===== config.mk =====
export PLATFORM = sky130hd
export DESIGN_NAME = shift_sequencer
export DESIGN_NICKNAME = d
export VERILOG_FILES = /design/src/rtl/shift_sequencer_pkg.sv /design/src/rtl/shift_sequencer_step_counter.sv /design/src/rtl/shift_sequencer.sv
export SDC_FILE = /design/constraint.sdc
export NUM_CORES = 1
export LEC_CHECK = 0
export CAP_MARGIN = 40
export CORE_MARGIN = 2
export CORE_UTILIZATION = 36
export DETAILED_ROUTE_END_ITERATION = 16
export PLACE_DENSITY = 0.66
export SETUP_SLACK_MARGIN = 0.2
export SLEW_MARGIN = 20
export SYNTH_ARGS = -nofsm -noshare
export SYNTH_HDL_FRONTEND = slang
export SYNTH_SLANG_ARGS = --single-unit

===== constraint.sdc =====
create_clock -name i_clock -period 4.14 [get_ports i_clock]
set_clock_uncertainty 0.15 [all_clocks]
set_input_delay 0.828 -clock i_clock [delete_from_list [all_inputs] [get_ports i_clock]]
set_output_delay 0.828 -clock i_clock [all_outputs]
set_load 0.1 [all_outputs]

===== src/rtl/shift_sequencer_pkg.sv =====
// Purpose : shared definitions for the multi-step shift sequencer.
// Latency : n/a (types and constants only).
// Backpr. : n/a.
//
// Contents: default widths and the 2-bit sequencer FSM state encoding.
package shift_sequencer_pkg;

    localparam int N_DEFAULT = 4;   // data width, must match the attached Shifter
    localparam int A_DEFAULT = 3;   // shift-amount field width

    typedef enum logic [1:0] {
        ST_IDLE  = 2'd0,
        ST_ISSUE = 2'd1,
        ST_WAIT  = 2'd2,
        ST_DONE  = 2'd3
    } seq_state_e;

endpackage


===== src/rtl/shift_sequencer_step_counter.sv =====
// Purpose : loadable A-bit down counter tracking remaining shift steps.
// Latency : load/decrement take effect on the next rising edge.
// Backpr. : none; the owner decides when to load or decrement.
//
// Ports:
//   i_clock, i_reset      clock, async active-low reset (count -> 0)
//   i_load, i_load_value  load a new step count (load wins over decrement)
//   i_dec                 decrement by one
//   o_is_one              count is exactly 1 (the step in flight is the last)
module shift_sequencer_step_counter #(
    parameter int A = 3
) (
    input  logic         i_clock,
    input  logic         i_reset,
    input  logic         i_load,
    input  logic [A-1:0] i_load_value,
    input  logic         i_dec,
    output logic         o_is_one
);

    logic [A-1:0] count_q;
    logic [A-1:0] count_d;

    always_comb begin
        count_d = count_q;
        if (i_load) begin
            count_d = i_load_value;
        end else if (i_dec) begin
            count_d = count_q - A'(1);
        end
    end

    always_ff @(posedge i_clock or negedge i_reset) begin
        if (!i_reset) begin
            count_q <= '0;
        end else begin
            count_q <= count_d;
        end
    end

    assign o_is_one = (count_q == A'(1));

endmodule


===== src/rtl/shift_sequencer.sv =====
// Purpose : multi-step front end for a single-step Shifter; chains AMOUNT one-bit steps.
// Latency : amount 0 -> done one cycle after accept; amount K -> K*(1 + Shifter latency) + 1.
// Backpr. : o_ready only in IDLE; commands offered while busy stay pending upstream.
//
// Ports:
//   i_clock, i_reset                 clock, async active-low reset
//   i_valid/o_ready, i_left, i_rotate, i_amount, i_value   command handshake and fields
//   i_abort                          cancel in-flight command (no o_done)
//   o_done, o_result                 completion pulse and final value (result holds)
//   o_shift_start/left/rotate/value  drive the Shifter's inputs
//   i_shift_finished, i_shift_value  Shifter completion and result
module shift_sequencer
    import shift_sequencer_pkg::*;
#(
    parameter int N = N_DEFAULT,
    parameter int A = A_DEFAULT
) (
    input  logic         i_clock,
    input  logic         i_reset,
    input  logic         i_valid,
    output logic         o_ready,
    input  logic         i_left,
    input  logic         i_rotate,
    input  logic [A-1:0] i_amount,
    input  logic [N-1:0] i_value,
    input  logic         i_abort,
    output logic         o_done,
    output logic [N-1:0] o_result,
    output logic         o_shift_start,
    output logic         o_shift_left,
    output logic         o_shift_rotate,
    output logic [N-1:0] o_shift_value,
    input  logic         i_shift_finished,
    input  logic [N-1:0] i_shift_value
);

    seq_state_e   state_q;
    logic [N-1:0] work_q;
    logic         left_q;
    logic         rotate_q;
    logic         start_q;
    logic         done_q;
    logic [N-1:0] result_q;

    logic         accept;
    logic         step_done;
    logic         last_step;

    // Abort has priority over a new command, even while idle.
    assign accept    = (state_q == ST_IDLE) && i_valid && !i_abort;
    // Completions outside WAIT (e.g. stale ones after an abort) are dropped.
    assign step_done = (state_q == ST_WAIT) && i_shift_finished && !i_abort;

    shift_sequencer_step_counter #(
        .A (A)
    ) u_step_counter (
        .i_clock      (i_clock),
        .i_reset      (i_reset),
        .i_load       (accept),
        .i_load_value (i_amount),
        .i_dec        (step_done),
        .o_is_one     (last_step)
    );

    // Outputs are registered: start/done are set on the edge that enters
    // ISSUE/DONE so each is high for exactly the one cycle spent there.
    always_ff @(posedge i_clock or negedge i_reset) begin
        if (!i_reset) begin
            state_q  <= ST_IDLE;
            work_q   <= '0;
            left_q   <= 1'b0;
            rotate_q <= 1'b0;
            start_q  <= 1'b0;
            done_q   <= 1'b0;
            result_q <= '0;
        end else begin
            start_q <= 1'b0;
            done_q  <= 1'b0;
            case (state_q)
                ST_IDLE: begin
                    if (accept) begin
                        work_q   <= i_value;
                        left_q   <= i_left;
                        rotate_q <= i_rotate;
                        if (i_amount == '0) begin
                            state_q  <= ST_DONE;
                            done_q   <= 1'b1;
                            result_q <= i_value;
                        end else begin
                            state_q <= ST_ISSUE;
                            start_q <= 1'b1;
                        end
                    end
                end
                ST_ISSUE: begin
                    state_q <= i_abort ? ST_IDLE : ST_WAIT;
                end
                ST_WAIT: begin
                    if (i_abort) begin
                        state_q <= ST_IDLE;
                    end else if (i_shift_finished) begin
                        work_q <= i_shift_value;
                        if (last_step) begin
                            state_q  <= ST_DONE;
                            done_q   <= 1'b1;
                            result_q <= i_shift_value;
                        end else begin
                            state_q <= ST_ISSUE;
                            start_q <= 1'b1;
                        end
                    end
                end
                ST_DONE: begin
                    state_q <= ST_IDLE;
                end
                default: begin
                    state_q <= ST_IDLE;
                end
            endcase
        end
    end

    assign o_ready        = (state_q == ST_IDLE);
    // done_q is already high while in DONE; an abort in that same cycle must
    // still swallow the pulse, hence the gate on the live abort input.
    assign o_done         = done_q && !i_abort;
    assign o_result       = result_q;
    assign o_shift_start  = start_q;
    assign o_shift_left   = left_q;
    assign o_shift_rotate = rotate_q;
    assign o_shift_value  = work_q;

endmodule


# After elaboration in Yosys (flattened, before gate mapping)
# Index checks and enable logic that the tools add are counted.
[classes] addsub=1 n_mul=0 div_mod_pow=0 n_lt_le_gt_ge=0 n_eq_ne=10 shifts=0 muxes=31 n_bitwise=0 reduce_logical=14
[op_table] cell="two-way mux 4 bit" n=8
[op_table] cell="case mux 4 bit (2 select lines)" n=2
[op_table] cell="two-way mux 2 bit" n=6
[op_table] cell="two-way mux 1 bit" n=10
[op_table] cell="case mux 2 bit (4 select lines)" n=1
[op_table] cell="two-way mux 3 bit" n=2
[op_table] cell="inequality test 2 bit, second input constant" n=3
[op_table] cell="AND reduction 6 bit" n=1
[op_table] cell="logical AND 1 bit" n=5
[op_table] cell="== test 2 bit, second input constant" n=2
[op_table] cell="inequality test 2 x 1 -> 1 bit, second input constant" n=2
[op_table] cell="case mux 1 bit (2 select lines)" n=2
[op_table] cell="AND reduction 2 bit" n=2
[op_table] cell="AND reduction 4 bit" n=1
[op_table] cell="nonzero test 2 bit" n=2
[op_table] cell="== test 3 x 1 -> 1 bit, second input constant" n=1
[op_table] cell="zero test 3 bit" n=1
[op_table] cell="inequality test 3 bit, second input constant" n=1
[op_table] cell="subtractor 3 x 1 -> 3 bit, second input constant" n=1
[op_table] cell="== test 2 x 1 -> 1 bit, second input constant" n=1
[op_table] cell="zero test 2 bit" n=1
[op_table] cell="zero test 1 bit" n=1
[word_totals] reg_bits=17 latch_bits=0 mem_bits_rw=0 romBits=0 out_inout_bits=13 elab_cells=64 memories=0

# Logic depth before layout (Yosys ltp)
# Gate-level depths: netlist of the first run.
[depth] ltp_word=5 depth_mapped=6 ltp_nobuf=5

# Cells and area by module
# From an unflattened synthesis of the first run, not the netlist that was laid out.
[hier_totals] cells_unflattened=65 hier_area_um2=844.6
[modules_own_cells] mod="shift_sequencer" instances=1 cells_per_inst=46 area_each_um2=650.6
[modules_own_cells] mod="shift_sequencer_step_counter" instances=1 cells_per_inst=19 area_each_um2=193.9

# Worst setup path before layout of the first run
# Ideal clock, no wire load.
[synth_path] path_type="input to output" from="input i_abort" to="output o_done" t_arrival_ps=2163 path_slack_ps=999 path_stages=1 path_buffers=0 path_cell_list="nor2b_1"
[synth_via] elab_chain_len=2
[synth_lines] item="start: declaration" line="shift_sequencer.sv:26" rtl="input logic i_abort,"
[synth_lines] item="zero test 1 bit" line="shift_sequencer.sv:126" rtl="assign o_done = done_q && !i_abort;"
[synth_lines] item="logical AND 1 bit" line="shift_sequencer.sv:126"
[synth_lines] item="end: declaration" line="shift_sequencer.sv:27" rtl="output logic o_done,"
# No other way between the ends.

# Worst setup path after layout of the first run
# Ends and elaborated chain as after synthesis.

==> results of run 1 <==
## final cells by class
type | count | area, um2 | share of cell area
Multi-Input combinational cell | 48 | 414 | 0.294
Sequential cell | 17 | 425 | 0.302
Clock buffer | 3 | 22.5 | 0.0160
Inverter | 4 | 15.0 | 0.0107
Clock inverter | 1 | 5.00 | 0.00356
Timing Repair Buffer | 43 | 489 | 0.348
Tap cell | 28 | 35.0 | 0.0249
## worst min-delay path, cell delays in order, from the launching register on
cell	delay (ns)
dfrtp_1	0.36
nand2_1	0.05
nand2_1	0.06
## kinds of logic (layout without fill, tap and decap cells)
kind of cell    count (synthesis)  count (layout)  synth area share
flops                          17              17             0.489
fa+ha+maj                       2               2            0.0287
buf+inv                         6              51            0.0359
simple gates                   24              24             0.178
compound gates                  8               8            0.0718
mux                            14              14             0.197
## cells in the final DEF, fill, tap and decap left out, types with 2 or more instances in the layout
master,n
mux2_4,4
clkdlybuf4s50_1,29
dfrtp_1,17
inv_1,4
nor2b_1,3
clkbuf_4,3
mux2_2,9
nor2_1,2
nand2_1,9
buf_8,12
o211ai_1,2
o21ai_0,2
ha_1,2
o22ai_1,2
## power groups by stage
stage | logic, W | clock network, W | registers (W)
4_1_cts | 0.000543 | 0.0000950 | 0.000232
3_3_place_gp | 0.000428 | 0 | 0.000234
5_1_grt | 0.000563 | 0.000102 | 0.000238
2_1_floorplan | 0.0000938 | 0 | 0.000465
3_5_place_dp | 0.000541 | 0 | 0.000235
6_report | 0.000539 | 0.0000915 | 0.000233
## layer usage
layer / share of wire / GRT usage / vias up
met5: 0 / 0 / -
met4: 0.0063 / 0.0641 / 0
met3: 0.020 / 0.0339 / 2
met2: 0.53 / 0.281 / 7
met1: 0.44 / 0.194 / 333
li1: - / - / 344
## registers in the layout (all words and copies together) (netlist names)
name and cells:
o_result 4, u_step_counter.count_q 3, o_shift_value 4, o_shift_rotate 1, done_q 1, state_q 2, o_shift_left 1, o_shift_start 1
## per-stage QoR
stage	hold slack, ns	cell area, um2
floorplan	0.381	871
global placement	0.315	1190
detailed placement	0.323	1370
CTS	0.347	1400
global route	0.377	1410
finish	0.340	1410
## final timing paths
path	end	slack, ns	cells past startpoint
setup / recovery	o_done	1.29	3
hold / removal	o_shift_left$_DFFE_PN0P_	0.34	2
setup reg to reg	o_shift_value[0]$_DFFE_PN0P_	2.21	3
hold reg to reg	o_shift_left$_DFFE_PN0P_	0.34	2
max in group asynchronous	done_q$_DFF_PN0_	2.74	2
min in group asynchronous	u_step_counter.count_q[0]$_DFFE_PN0P_	0.67	1
==> impl_metrics.ini, run 1 <==
[run_status]
outcome = completed

[synthesis]
yosys_most_used_dff = dfrtp_1
synth.most_common_cell = dfrtp_1
synth_top_area_cell = dfrtp_1
synthArstFlopShare = 1.00
synth.distinct_cells = 26
synthCells = 71
synth_seq_cells = 17
synth_nets = 91
synth_edf_count = 0
synth_area_per_cell_um2 = 12.3
synthTopCellsByCount = 17 x dfrtp_1, 9 x mux2_2, 9 x nand2_1
ys_warn_count = 0
netlist_top_cells_area = dfrtp_1 49%, mux2_2 12%, mux2_4 6.9%
yosys.area.top_type_share = 0.489
yosysSeqAreaShare = 0.489
mappedNetlistArea_um2 = 871

[worst_setup_path]
path_max_fanout = 8
r2r-start = state_q[1]$_DFFE_PN0P_
cp_cell_sequence = clkdlybuf4s50_1, nor2b_1, buf_4
slowest_stage = clkdlybuf4s50_1
arrival_ns = 1.88
cp_top_family = buffers and inverters
worstSetupStartpoint = i_abort
max_stage_delay_ns = 0.55
path_class = primary input to primary output
critPathLaunchType = primary input
worst-path-buf-inv = 2
required_ns = 3.16
critPathCaptureType = primary output

[floorplan]
row_count = 17
io_pins = 31
die_height_um = 53.2
dieArea_mm2 = 0.00283
core-area_mm2 = 0.00225
initial_utilization = 0.386
fp.dieW_um = 53.2

[pwr]
p_seq_frac = 0.269
p_sw_frac = 0.472
switchingPower_w = 0.000408
total_power_w = 0.000863
p_per_area_mw_per_mm2 = 614
p_leak_nw = 0.611
p_int_w = 0.000456
ir_drop_v = 0.000561
pwr-share-comb = 0.625
clkPwrFrac = 0.106

[sta]
rsz0062_at_grt = no
drv_slew = 0
final.period_utilization = 0.690
relSlewSlack = 0.676
setup_slack_ns = 1.29
final-hold-violation-count = 0
tightest_slew_ns = 0.486
max_freq_ghz = 0.350
period_needed_ns = 2.85
setup_viol = 0
fin_tns_setup_ns = 0

[final_layout]
area_delta_synth_final_pct = 61.5
n_fill_cell = 196
finalCoreUtilization = 0.624
final-instance-count-excl-fill = 144
drive_gt1_frac = 0.319
antenna_cells = 0
nets = 137

[min_path]
min_path_type = flop to flop
hold_start = o_shift_left$_DFFE_PN0P_

[place]
dpl.cell_count = 139
dp_slack_ns = 1.27
gp_congestion = 0.802
io_buffers = 30
dp_hpwl_um = 1480

[clock_tree]
cts_resized = 0
path_clk_slew_ns = 0.10
clk_latency_ns = 0.29
cts_root_buffer = clkbuf_4
cts_tree = done
cts_sinks = 17
cts_htree_levels = 1
clock_path_buffers = 2
post-cts-setup-buffer-count = 0
cts_made_buffers = 3
hold_buffers = 0

[global_route]
grt_pass1_vias = 741
globalRouteOverflowTotal = 0
grt_pass1_wl_um = 3240
grt_usage = 0.162
grt_max_degree = 18
antenna_found_initial = 0

[routing]
drc = 0
num_vias = 686
wl_um = 1900
drt_iter0_drc = 5
first_pass_iters = 2
avgRoutedWirePerCell_um = 13.2
avgViaCountPerCell = 4.76
detail-route-antenna-nets = 0

[flow_run]
drv_cap = 0
Note: power is estimated with default switching activity, not from simulation.
==> run 2: changes to the inputs <==
- clock period: 4.14 -> 2.86 ns (I/O delays scaled with it)
==> impl_metrics.ini, run 2 (synthesis results as in run 1) <==
[run_status]
outcome = completed

[clock_tree]
cts_resized = 0
path_clk_slew_ns = 0.09
clk_latency_ns = 0.29
clock_path_buffers = 2
cts_sinks = 17
post-cts-setup-buffer-count = 0
cts_made_buffers = 3
cts_tree = done
cts_root_buffer = clkbuf_4
cts_htree_levels = 1
hold_buffers = 0

[floorplan]
initial_utilization = 0.386
core-area_mm2 = 0.00225
io_pins = 31
dieArea_mm2 = 0.00283
die_height_um = 53.2
fp.dieW_um = 53.2
row_count = 17

[sta]
final-hold-violation-count = 0
final.period_utilization = 0.820
tightest_slew_ns = 0.734
relSlewSlack = 0.509
fin_tns_setup_ns = 0
max_freq_ghz = 0.426
rsz0062_at_grt = no
drv_slew = 0
setup_viol = 0
hold_ws_ns = 0.339
period_needed_ns = 2.35

[place]
dp_hpwl_um = 1390
dpl_cell_area_mm2 = 0.00117
gp_congestion = 0.759
io_buffers = 30

[global_route]
grt_max_degree = 18
grt_pass1_vias = 712
grt_usage = 0.156
grt_pass1_wl_um = 3120
antenna_found_initial = 0
globalRouteOverflowTotal = 0

[final_layout]
n_fill_cell = 202
nets = 124
antenna_cells = 0
area_delta_synth_final_pct = 37.5
regArea_um2 = 425
most-common-layout-cells = 17 x dfrtp_1, 17 x clkdlybuf4s50_1, 12 x buf_4, 9 x mux2_2, 9 x nand2_1
multiInputGateArea_um2 = 414
final_design_area_no_fill_mm2 = 0.00120
drive_gt1_frac = 0.350

[pwr]
p_leak_nw = 0.532
clkPwrFrac = 0.117
p_per_area_mw_per_mm2 = 890
p_seq_frac = 0.318
ir_drop_v = 0.000540
total_power_w = 0.00107
switchingPower_w = 0.000554
p_int_w = 0.000513
p_sw_frac = 0.519
pwr-share-comb = 0.565

[worst_setup_path]
critPathLaunchType = primary input
critPathCaptureType = primary output
path_class = primary input to primary output
required_ns = 2.14
path_max_fanout = 8
arrival_ns = 1.62

[routing]
wl_um = 1720
avgViaCountPerCell = 4.99
first_pass_iters = 2
drt_iter0_drc = 15
drc = 0
avgRoutedWirePerCell_um = 13.1
num_vias = 654
detail-route-antenna-nets = 0

[min_path]
min_path_type = flop to flop

[flow_run]
drv_cap = 0
-- run 2: power by group through the flow --
stage               registers [W]  clock network (W)  logic (W)
finish                   0.000339           0.000125   0.000602
global route             0.000350           0.000142   0.000629
CTS                      0.000340           0.000132   0.000606
detailed placement       0.000344                  0   0.000605
global placement         0.000342                  0   0.000603
floorplan                0.000673                  0   0.000136
-- run 2: layout make-up --
type                            instances  area share
Clock buffer                            3      0.0188
Clock inverter                          1     0.00418
Sequential cell                        17       0.355
Inverter                                4      0.0125
Multi-Input combinational cell         48       0.346
Timing Repair Buffer                   30       0.234
Tap cell                               28      0.0293
-- run 2: final timing paths --
check,startpoint,end,slack (ns),cells past startpoint
worst max-delay path,i_abort,o_done,0.51,3
worst min-delay path,o_shift_rotate$_DFFE_PN0P_,o_shift_rotate$_DFFE_PN0P_,0.34,2
worst max register to register,state_q[1]$_DFFE_PN0P_,o_shift_value[1]$_DFFE_PN0P_,0.94,3
worst min register to register,o_shift_rotate$_DFFE_PN0P_,o_shift_rotate$_DFFE_PN0P_,0.34,2
max in group asynchronous,i_reset,o_shift_value[1]$_DFFE_PN0P_,1.53,1
min in group asynchronous,i_reset,o_result[1]$_DFFE_PN0P_,0.56,1
-- run 2: metal layers --
metal / vias to the layer above / part of all wire / GRT usage / wire length, um
met5: - / 0 / 0 / 0
met4: 0 / 0.014 / 0.0684 / 24
met3: 4 / 0.032 / 0.0508 / 55
met2: 10 / 0.53 / 0.265 / 916
met1: 325 / 0.42 / 0.177 / 723
li1: 315 / - / - / -
-- run 2: critical path, stage by stage --
cell and delay, ns:
clkdlybuf4s50_1 0.55, nor2b_1 0.29, buf_12 0.21
-- run 2: per-stage QoR --
step / setup WS, ns / util / std cells
final: 0.514 / 0.531 / 131
after floorplan: 0.231 / - / 71
after CTS: 0.491 / 0.531 / 131
after detailed placement: 0.440 / 0.519 / 127
after global placement: 0.471 / 0.519 / 127
after global routing: 0.468 / 0.531 / 131
==> run 3: changes to the inputs <==
- PLACE_DENSITY: 0.66 -> 0.69
- clock period: 2.86 -> 2.1 ns (I/O delays scaled with it)
==> impl_metrics.ini, run 3 (synthesis results as in run 1) <==
[sta]
setup_slack_ns = 0.300
rsz0062_at_grt = no
period_needed_ns = 1.80
drv_slew = 0
tightest_slew_ns = 0.359
fin_tns_setup_ns = 0
final-hold-violation-count = 0
max_freq_ghz = 0.555
setup_viol = 0
hold_ws_ns = 0.282
final.period_utilization = 0.857
relSlewSlack = 0.761

[min_path]
min_path_type = primary input to async pin

[pwr]
p_sw_frac = 0.517
switchingPower_w = 0.000771
total_power_w = 0.00149
p_leak_nw = 0.581
ir_drop_v = 0.000844
pwr-share-comb = 0.567
clkPwrFrac = 0.120
p_seq_frac = 0.313
p_int_w = 0.000720
p_per_area_mw_per_mm2 = 1170

[worst_setup_path]
required_ns = 1.53
path_class = primary input to primary output
critPathLaunchType = primary input
arrival_ns = 1.23
critPathCaptureType = primary output
path_max_fanout = 5

[global_route]
grt_pass1_vias = 727
grt_usage = 0.170
globalRouteOverflowTotal = 0
grt_pass1_wl_um = 3380
grt_max_degree = 18
antenna_found_initial = 0

[clock_tree]
cts_htree_levels = 1
clock_path_buffers = 2
cts_root_buffer = clkbuf_4
cts_made_buffers = 3
clk_latency_ns = 0.30
path_clk_slew_ns = 0.10
cts_tree = done
cts_sinks = 17

[routing]
wl_um = 1970
drc = 0
num_vias = 682
avgViaCountPerCell = 4.87
first_pass_iters = 2
detail-route-antenna-nets = 0
avgRoutedWirePerCell_um = 14.1
drt_iter0_drc = 17

[place]
dpl_cell_area_mm2 = 0.00125
dp_hpwl_um = 1550
dp_slack_ns = -0.0505
gp_congestion = 0.842
io_buffers = 30

[final_layout]
nets = 133
antenna_cells = 0
most-common-layout-cells = 20 x buf_4, 17 x dfrtp_1, 16 x clkdlybuf4s50_1, 9 x mux2_2, 9 x nand2_1
drive_gt1_frac = 0.411
n_fill_cell = 207
final_design_area_no_fill_mm2 = 0.00128
area_delta_synth_final_pct = 47.0
mostFrequentLayoutCell = buf_4

[floorplan]
io_pins = 31
fp.dieW_um = 53.2
die_height_um = 53.2
dieArea_mm2 = 0.00283
core-area_mm2 = 0.00225
initial_utilization = 0.386
row_count = 17

[flow_run]
drv_cap = 0

[run_status]
outcome = completed
## run 3: power groups by stage
stage | sequential, W | clock, W | combinational [W]
global route | 0.000479 | 0.000199 | 0.000879
floorplan | 0.000917 | 0 | 0.000186
finish | 0.000467 | 0.000179 | 0.000845
detailed placement | 0.000471 | 0 | 0.000851
CTS | 0.000467 | 0.000185 | 0.000850
global placement | 0.000469 | 0 | 0.000842
## run 3: final cells by class
type                    instances  area [um2]  area share
repair buffers                 39         359       0.281
well taps                      28        35.0      0.0274
flip-flops and latches         17         425       0.332
multi-input cells              48         419       0.327
inverters                       4        15.0      0.0117
clock buffers                   4        26.3      0.0205
## run 3: worst paths after layout
check | startpoint | cells past startpoint | slack, ns | end
setup / recovery | i_abort | 4 | 0.30 | o_done
hold / removal | i_reset | 2 | 0.28 | o_shift_rotate$_DFFE_PN0P_
setup reg to reg | state_q[1]$_DFFE_PN0P_ | 4 | 0.31 | o_shift_value[3]$_DFFE_PN0P_
hold reg to reg | o_shift_rotate$_DFFE_PN0P_ | 2 | 0.35 | o_shift_rotate$_DFFE_PN0P_
max in group asynchronous | i_reset | 2 | 1.32 | o_shift_value[1]$_DFFE_PN0P_
min in group i_clock | o_shift_rotate$_DFFE_PN0P_ | 2 | 0.35 | o_shift_rotate$_DFFE_PN0P_
## run 3: repair_timing
item / 4_1_cts / 5_1_grt
buffers inserted: 0 / 0
setup endpoints to repair: 1 / 0
gates resized for setup: 1 / 0
hold buffers: 0 / 0
## run 3: critical path, stage by stage
cell,delay [ns]
dlygate4sd2_1,0.30
buf_4,0.17
nor2b_2,0.15
buf_12,0.19
## run 3: through the flow
step | util | std cells
after floorplan | - | 71
after global placement | 0.557 | 136
after detailed placement | 0.557 | 136
after CTS | 0.568 | 140
after global routing | 0.568 | 140
final | 0.568 | 140
## run 3: metal layers
metal	GRT usage	part of all wire	vias up
met3	0.0508	0.036	2
met2	0.273	0.49	15
met5	0	0	-
met1	0.221	0.46	333
met4	0.0513	0.0081	0
li1	-	-	332
